<file path="src/rtl/alocador_aste.sv">
// Slot allocator in front of the 16 x 2-bit asteroid memory: finds the lowest
// free slot on spawn, frees a slot on destroy, tracks the occupied count.
module alocador_aste #(
  parameter int                N_SLOTS   = 16,
  parameter int                ADDR_W    = 4,
  parameter int                DATA_W    = 2,
  parameter logic [DATA_W-1:0] COD_LIVRE = 2'b00,
  parameter logic [DATA_W-1:0] COD_ATIVO = 2'b01
) (
  input  logic              clk,
  input  logic              reset_n,
  input  logic              spawn,
  input  logic              destroi,
  input  logic [ADDR_W-1:0] destroi_addr,
  input  logic              limpa_tudo,
  input  logic [DATA_W-1:0] mem_q,
  output logic [ADDR_W-1:0] mem_addr,
  output logic [DATA_W-1:0] mem_data,
  output logic              mem_we,
  output logic              mem_clear,
  output logic              ocupado,
  output logic              spawn_ok,
  output logic              spawn_cheio,
  output logic [ADDR_W-1:0] slot_out,
  output logic [ADDR_W:0]   n_ativos
);

  typedef enum logic [2:0] {
    LIMPA, IDLE, BUSCA, GRAVA, CHEIO, REMOVE_LE, REMOVE_GR
  } state_t;

  localparam logic [ADDR_W:0] LP_N = (ADDR_W+1)'(N_SLOTS);

  state_t              r_state;
  state_t              w_next;
  logic [ADDR_W:0]     r_idx;
  logic [ADDR_W-1:0]   r_slot;
  logic [ADDR_W-1:0]   r_addr_rm;
  logic [ADDR_W-1:0]   r_slot_out;
  logic [ADDR_W:0]     r_n_ativos;
  logic                w_q_livre;

  assign w_q_livre = (mem_q == COD_LIVRE);

  always_ff @(posedge clk or negedge reset_n) begin
    if (!reset_n) r_state <= LIMPA;
    else          r_state <= w_next;
  end

  // r_idx is one bit wider than the address so that idx==0 marks the first
  // scan cycle (no read data yet) and idx==N_SLOTS marks the last slot seen.
  always_comb begin
    w_next = r_state;
    case (r_state)
      LIMPA:     w_next = IDLE;
      IDLE: begin
        if (destroi)    w_next = REMOVE_LE;
        else if (spawn) w_next = (r_n_ativos == LP_N) ? CHEIO : BUSCA;
      end
      BUSCA: begin
        if (r_idx != '0) begin
          if (w_q_livre)          w_next = GRAVA;
          else if (r_idx == LP_N) w_next = CHEIO;
        end
      end
      GRAVA:     w_next = IDLE;
      CHEIO:     w_next = IDLE;
      REMOVE_LE: w_next = REMOVE_GR;
      REMOVE_GR: w_next = IDLE;
      default:   w_next = LIMPA;
    endcase
    if (limpa_tudo) w_next = LIMPA;
  end

  always_ff @(posedge clk or negedge reset_n) begin
    if (!reset_n) begin
      r_idx      <= '0;
      r_slot     <= '0;
      r_addr_rm  <= '0;
      r_slot_out <= '0;
      r_n_ativos <= '0;
    end else begin
      case (r_state)
        LIMPA: r_n_ativos <= '0;
        IDLE: begin
          r_idx <= '0;
          if (destroi) r_addr_rm <= destroi_addr;
        end
        BUSCA: begin
          r_idx <= r_idx + 1'b1;
          if (r_idx != '0 && w_q_livre) r_slot <= r_idx[ADDR_W-1:0] - 1'b1;
        end
        GRAVA: begin
          r_slot_out <= r_slot;
          if (r_n_ativos != LP_N) r_n_ativos <= r_n_ativos + 1'b1;
        end
        REMOVE_GR: begin
          if (!w_q_livre && r_n_ativos != '0) r_n_ativos <= r_n_ativos - 1'b1;
        end
        default: ;
      endcase
    end
  end

  always_comb begin
    mem_addr    = '0;
    mem_data    = '0;
    mem_we      = 1'b0;
    mem_clear   = 1'b0;
    spawn_ok    = 1'b0;
    spawn_cheio = 1'b0;
    case (r_state)
      LIMPA: mem_clear = 1'b1;
      BUSCA: mem_addr = r_idx[ADDR_W-1:0];
      GRAVA: begin
        mem_addr = r_slot;
        mem_data = COD_ATIVO;
        mem_we   = 1'b1;
        spawn_ok = 1'b1;
      end
      CHEIO:     spawn_cheio = 1'b1;
      REMOVE_LE: mem_addr = r_addr_rm;
      REMOVE_GR: begin
        mem_addr = r_addr_rm;
        mem_data = COD_LIVRE;
        mem_we   = !w_q_livre;
      end
      default: ;
    endcase
  end

  assign ocupado  = (r_state != IDLE);
  assign slot_out = r_slot_out;
  assign n_ativos = r_n_ativos;

endmodule

</file>
<file path="config.mk">
export PLATFORM = sky130hd
export DESIGN_NAME = alocador_aste
export DESIGN_NICKNAME = d
export VERILOG_FILES = /design/src/rtl/alocador_aste.sv
export SDC_FILE = /design/constraint.sdc
export NUM_CORES = 1
export LEC_CHECK = 0
export CAP_MARGIN = 20
export CORE_MARGIN = 4
export CORE_UTILIZATION = 51
export DETAILED_ROUTE_END_ITERATION = 16
export GPL_TIMING_DRIVEN = 0
export PLACE_DENSITY = 0.79
export SYNTH_ARGS = -nofsm -noshare
export SYNTH_HDL_FRONTEND = slang
export SYNTH_SLANG_ARGS = --single-unit
</file>
<file path="constraint.sdc">
create_clock -name clk -period 2.4 [get_ports clk]
set_input_delay 0.72 -clock clk [delete_from_list [all_inputs] [get_ports clk]]
set_output_delay 0.72 -clock clk [all_outputs]
set_load 0.01 [all_outputs]
</file>
==> results by group, run 1 <==
Layout
  • Final nets: 209
  • Syn-to-layout area delta: 26.2%
  • Layout Cells excl Fill: between 200 and 250
  • Finished Cell Area: 0.00191 sq mm
  • Layout cells sized above 1: between 10% and 20%
  • Antenna diode count: 0

Drt
  • Remaining antenna violation count: 0
  • First-pass detailed-route iteration total: 4
  • Drc violations: 0
  • Iter 0 DRT Violations: 40
  • Final WL: about 3400 um
  • Via count: 1299
  • DR WL/cell: ~15 um
  • Vias per inst: 5.80

Power and ir drop
  • Power Dens Cells: 792 mW/mm^2
  • Leakage: 0.000902 uW
  • Worst vdd ir: 599 uV

Logic synthesis
  • Area share of the largest cell type after synthesis: 41.3%
  • Sequential-to-total area share from yosys stat: between 40% and 50%
  • Ys flop type: dfrtp_1
  • Syn_area_per_cell: about 9.6 sq um
  • Syn_nets: approximately 170
  • Compound-Gate Fraction of Synth Area: about 17%
  • Post-synth cell types: 48
  • Synth Area in Adders: 3.30%
  • Syn Inst Count: 158
  • Main combinational cell family by area after synthesis: simple AND/OR/NAND/NOR gates
  • Post-synth EDFFs: 0
  • Multiplexer share of the synthesized area: 7.59%
  • Mapped cell area: 0.00152 sq mm
  • Synth Warn #: 0
  • Asr flop ratio synth: between 90% and 100%
  • Post-Synth Simple-Gate Area: 22.0%
  • Synth top area cells: dfrtp_1 (41%), mux2i_1 (4.6%), o21ai_0 (4.6%)
  • Yosys reg bits: 25
  • XOR/XNOR Fraction of Synth Area: 3.47%
  • Area leader, netlist: dfrtp_1

Die
  • Initial Util: 54.1%
  • Die Wd: 62.5 um
  • Num rows: 19
  • Die footprint: 0.00391 sq mm
  • Die Ht: 62.5 um
  • Io pins: 31
  • Core region area: 0.00281 sq mm

Critical path
  • Max stage delay on crit path: 0.43 ns
  • CP Max Fanout: 10
  • Worst EP arrival: 1.60 ns
  • Crit start category: flop
  • Worst setup EP type: output pin
  • CP max-delay cell: dfrtp_1
  • R2r setup slk: 0.22 ns
  • Crit path required time: 1.68 ns
  • Crit path cell chain: buf_4 -> xnor2_2 -> o22ai_1 -> dlygate4sd2_1
  • WS Path Type: reg2out

STA
  • Slew HR: 58.0%
  • Final Cycle Share: 96.6%
  • Tmin final: 2.32 ns
  • PnR worst setup slack: 0.0824 ns
  • Fmax: approximately 430 MHz
  • WHS: between 0.4 and 0.5 ns
  • Final setup fails: 0
  • Fin Clk Skew: between 0.015 and 0.02 ns
  • Final hold vios: 0
  • Worst slew pin tran: 0.628 ns
  • Slew Limit Fails: 0

Global route
  • GRT Total Usage: 18.0%
  • Initial antenna violation count: 0
  • Largest net degree at the start of global routing: 26
  • Congestion Overflow GR: 0
  • Vias in the first global route: ~1300
  • First-pass GRT wire length: 5730 um

CTS
  • # H-tree levels: 1
  • Clk pin slew, worst setup/hold paths: between 0.1 and 0.15 ns
  • TritonCTS Sinks: 25
  • CTS tree: done
  • CTS root buf: clkbuf_4
  • Clock Latency Late Sink: 0.32 ns
  • Clock Path Buffers: 2
  • CTS buffer count: 3

Placement
  • Hpwl dp: around 2600 um
  • DP Worst Slack: -0.464 ns
  • Placer congestion estimate: 0.843
  • Placed inst area: approximately 0.0018 sq mm
  • I/O Buffers: 29
  • Placed Cells: 218

Status
  • Status: finished, final reports clean

Worst hold path
  • Worst min path class: reg2reg

Run
  • Max-cap violations: 0
==> layer usage <==
metal / up-vias / GRT usage, % / part of all wire [%]
met5: - / 0 / 0
met4: 0 / 4.96 / 1.0
met3: 4 / 5.04 / 4.4
met2: 33 / 31.7 / 51
met1: 634 / 21.5 / 44
li1: 628 / - / -
==> synth_stat cells (4+ instances only) <==
cell type / count
nand3_1: 7
mux2_2: 4
nand2_1: 18
a21oi_1: 5
nor2_1: 10
or3_1: 4
dfrtp_1: 25
o22ai_1: 5
xnor2_1: 5
ha_1: 4
clkbuf_1: 4
inv_1: 9
mux2i_1: 7
o21ai_0: 14
==> cell families after synthesis <==
family / Yosys count
simple gates: 58
other cells: 1
flops: 25
buf+inv: 18
fa+ha+maj: 4
compound gates: 35
xor+xnor: 6
mux: 11
==> path summary, 6_finish.rpt <==
| path | startpoint | endpoint | cells after the start |
|---|---|---|---|
| setup / recovery | r_state[0] | mem_addr[0] | 4 |
| hold / removal | slot_out[3] | slot_out[3] | 2 |
| setup reg to reg | r_state[0] | n_ativos[4] | 8 |
| hold reg to reg | slot_out[3] | slot_out[3] | 2 |
| max in group asynchronous | reset_n | r_slot[2] | 2 |
| min in group asynchronous | reset_n | n_ativos[2] | 1 |
==> power by group <==
group | internal (uW) | leakage, uW | switching, uW
registers | 531 | 0.000317 | 81.9
logic | 356 | 0.000567 | 360
clock network | 62.4 | 0.0000177 | 125
==> cell type report <==
type	instances	area [sq um]
clock inverter	1	5.00
inverter	9	33.8
buffer	6	46.3
clock buffer	3	22.5
tap	31	38.8
timing repair buffer	34	313
multi-input combinational	115	828
fill	242	891
sequential	25	627
==> timing repair <==
action                     4_1_cts  5_1_grt
buffers inserted                 4        0
hold buffers                     0        0
pin swaps                        1        0
setup endpoints to repair       10        4
gates resized for setup         22        5
==> worst max-delay path: cells and delay by family, from the launching register on <==
| kind | cells | cell delay (ns) |
|---|---|---|
| xor gates and xnor gates | 1 | 0.22 |
| DFF | 1 | 0.43 |
| AOI/OAI and AO/OA | 1 | 0.14 |
| buffers and inverters | 2 | 0.50 |
==> cell usage in the layout (no fill, tap or decap), types with 3 or more instances in the layout <==
cell type / n
a21oi_1: 5
buf_4: 7
clkbuf_2: 3
clkbuf_4: 4
clkdlybuf4s50_1: 17
dfrtp_1: 24
dlygate4sd2_1: 10
ha_1: 4
inv_1: 8
mux2_2: 4
mux2i_1: 7
nand2_1: 18
nand3_1: 7
nor2_1: 9
o21ai_0: 14
o22ai_1: 5
or3_1: 3
xnor2_1: 4
==> metrics by stage <==
stage / TNS (ns) / util, % / total power [uW]
3_5_place_dp: -0.627 / 65.8 / 1320
6_report: 0 / 68.2 / 1520
2_1_floorplan: 0 / - / 1040
4_1_cts: -0.000519 / 67.9 / 1520
5_1_grt: -0.0183 / 68.2 / 1630
3_3_place_gp: -0.575 / 65.8 / 1280
==> registers in the layout, summed over array words and instances (netlist names) <==
register   count
n_ativos       5
r_addr_rm      4
r_slot         4
slot_out       4
r_state        3
r_idx          5
Power figures use the tool's default switching activity.
==> run 2: changes to the inputs <==
--- a/config.mk
+++ b/config.mk
@@ -6,11 +6,10 @@
 export NUM_CORES = 1
 export LEC_CHECK = 0
 export CAP_MARGIN = 20
-export CORE_MARGIN = 4
-export CORE_UTILIZATION = 51
+export CORE_UTILIZATION = 46
 export DETAILED_ROUTE_END_ITERATION = 16
 export GPL_TIMING_DRIVEN = 0
-export PLACE_DENSITY = 0.79
+export PLACE_DENSITY = 0.76
 export SYNTH_ARGS = -nofsm -noshare
 export SYNTH_HDL_FRONTEND = slang
 export SYNTH_SLANG_ARGS = --single-unit
==> constraint.sdc (replaced) <==
create_clock -name clk -period 1.92 [get_ports clk]
set_input_delay 0.576 -clock clk [delete_from_list [all_inputs] [get_ports clk]]
set_output_delay 0.576 -clock clk [all_outputs]
set_load 0.01 [all_outputs]
==> results by group, run 2 (synthesis results as in run 1) <==
Status
  • Status: complete, but fails checks
  • Failing checks: negative setup slack

Critical path
  • Worst r2r src: r_state[2]
  • Crit path required time: 1.34 ns (-0.34 ns)
  • WS Path Type: reg2out
  • Worst EP arrival: 1.51 ns (-0.09 ns)
  • Crit path cell chain: buf_6 -> buf_6 -> nand2b_4 -> o22ai_2 -> buf_2
  • CP bufs+invs: 3 (+1)
  • Cell mode on critical path: buf_6
  • Worst R2R End: n_ativos[4]
  • R2r setup slk: -0.10 ns (-0.32 ns)
  • CP Max Fanout: 6 (-4)
  • Reg2reg path depth: 9 (+1)
  • Worst setup EP type: output pin
  • Crit start category: flop
  • Delay-heaviest family, CP: flip-flops
  • Max stage delay on crit path: 0.46 ns (+0.03 ns)
  • CP max-delay cell: dfrtp_2

Global route
  • Vias in the first global route: 1403 (+10%)
  • Met3 Use GR: 3.06% (-2.0 points)
  • GRT Max-Usage Layer: met2
  • First-pass GRT wire length: 6270 um (+9.4%)
  • Congestion Overflow GR: 0 (unchanged)
  • GRT Total Usage: 23.9% (+5.8 points)
  • Initial antenna violation count: 0 (unchanged)
  • Largest net degree at the start of global routing: 26 (unchanged)
  • Met2 usage: 44.1% (+12 points)
  • Met1 GRT Util: 28.1% (+6.6 points)

Layout
  • Syn-to-layout area delta: 50.9%
  • Commonest non-fill, non-tap cells in the layout: buf_4 (23), dfrtp_1 (20), nand2_1 (18)
  • Core Util, Final: 74.3% (+6.1 points)
  • Antenna diode count: 0 (unchanged)
  • Final nets: 235 (+12%)
  • Layout cells sized above 1: 39.3% (+21 points)
  • Commonest non-fill, non-tap cell in the layout: buf_4

Power and ir drop
  • Worst vdd ir: 491 uV (-18%)
  • Clk pwr share: 10.9% (-1.5 points)
  • Net switching power: 816 uW (+44%)
  • Power Dens Cells: 973 mW/mm^2 (+23%)
  • Leakage: 0.00104 uW (+15%)
  • Seq pwr share: 34.5% (-5.9 points)
  • Logic pwr share: 54.5% (+7.3 points)
  • Internal: 1410 uW (+49%)
  • Sw frac: 36.6% (-0.75 points)

STA
  • Fmax: 478 MHz
  • Tmin final: 2.09 ns
  • Final Cycle Share: 109%
  • Fin Clk Skew: 0.00509 ns (-0.00999 ns)
  • PnR worst setup slack: -0.170 ns (-0.253 ns)
  • RSZ-0062 raised after global routing: true
  • Final setup fails: 10 (+10)
  • Slew Limit Fails: 0 (unchanged)
  • Worst slew pin tran: 0.505 ns (-0.123 ns)
  • Final hold vios: 0 (unchanged)
  • Slew HR: 66.2% (+8.2 points)
  • Setup_tns: -1.23 ns (-1.23 ns)
  • WHS: 0.499 ns (+0.0105 ns)

CTS
  • CTS root buf: clkbuf_4
  • # H-tree levels: 1 (unchanged)
  • Clock Latency Late Sink: 0.33 ns (about the same)
  • TritonCTS Sinks: 25 (unchanged)
  • Clock Path Buffers: 2 (unchanged)
  • Clk pin slew, worst setup/hold paths: 0.14 ns (about the same)
  • CTS buffer count: 3 (unchanged)
  • CTS tree: done

Die
  • Initial Util: 49.3% (-4.8 points)
  • Die Wd: 59.4 um (-5.0%)
  • Io pins: 31 (unchanged)
  • Die Ht: 59.4 um (-5.0%)
  • Die footprint: 0.00353 sq mm (-9.7%)
  • Core region area: 0.00308 sq mm (+9.7%)
  • Num rows: 20 (+1)

Drt
  • DR WL/cell: 15.0 um (-0.47%)
  • Via count: 1415 (+8.9%)
  • Final WL: 3940 um (+17%)
  • Vias per inst: 5.38 (-7.2%)
  • First-pass detailed-route iteration total: 4 (unchanged)
  • Iter 0 DRT Violations: 59 (+48%)
  • Drc violations: 0 (unchanged)
  • Remaining antenna violation count: 0 (unchanged)

Run
  • Max-cap violations: 0 (unchanged)

Worst hold path
  • WHS Endpoint: slot_out[0]
  • Worst min path class: reg2reg
  • Hold_sp: slot_out[0]
  • Hold depth: 2 (unchanged)

Placement
  • I/O Buffers: 29 (unchanged)
  • Hpwl dp: 2400 um (-6.6%)
  • Placer congestion estimate: 0.797 (-5.4%)
  • DP Worst Slack: -0.753 ns (-0.289 ns)
## run 2: per-layer routing
metal	vias up	wire length, um
li1	679	-
met1	675	1590
met2	46	2080
met3	15	154
met4	0	114
met5	-	0
## run 2: power groups by stage
stage               sequential (uW)  clock, uW  combinational (uW)
floorplan                       772          0                 529
global placement                772          0                 833
detailed placement              783          0                 847
CTS                             765        252                1140
global route                    782        270                1310
finish                          769        243                1210
## run 2: area by class of cell
| type | count | area, sq um |
|---|---|---|
| multi-input cells | 115 | 910 |
| inverters | 9 | 38.8 |
| flip-flops and latches | 25 | 632 |
| fillers | 226 | 790 |
| clock inverters | 1 | 7.51 |
| well taps | 44 | 55.1 |
| plain buffers | 7 | 75.1 |
| repair buffers | 59 | 548 |
| clock buffers | 3 | 22.5 |
## run 2: timing repair
| item | CTS | global route |
|---|---|---|
| buffers inserted | 22 | 7 |
| pin swaps | 11 | 10 |
| hold buffers | 0 | 0 |
| gates resized for setup | 85 | 11 |
| endpoints found under the setup margin | 16 | 21 |
| hold endpoints to repair | 0 | 0 |
## run 2: stage by stage
stage,cells,cell area [sq um],power [uW]
floorplan,158,1520,1300
global placement,231,1860,1600
detailed placement,231,1860,1630
CTS,256,2170,2150
global route,263,2290,2360
finish,263,2290,2230
## run 2: worst min-delay path, delay by kind of cell, from the launching register on
kind,cells,cell delay [ns]
flip-flops,1,0.37
AND/OR/NAND/NOR,1,0.05
AO/OA/AOI/OAI,1,0.06
## run 2: worst max-delay path by stage
stage,startpoint,endpoint,slack [ns],depth (start not counted)
6_report,r_state[2],mem_addr[1],-0.17,5
5_1_grt,r_state[2],mem_addr[1],-0.21,5
4_1_cts,r_state[0],mem_addr[1],-0.14,5
3_5_place_dp,mem_q[0],mem_we,-0.75,4
3_3_place_gp,mem_q[1],mem_we,-0.66,4
2_1_floorplan,r_state[0],n_ativos[4],0.004,7
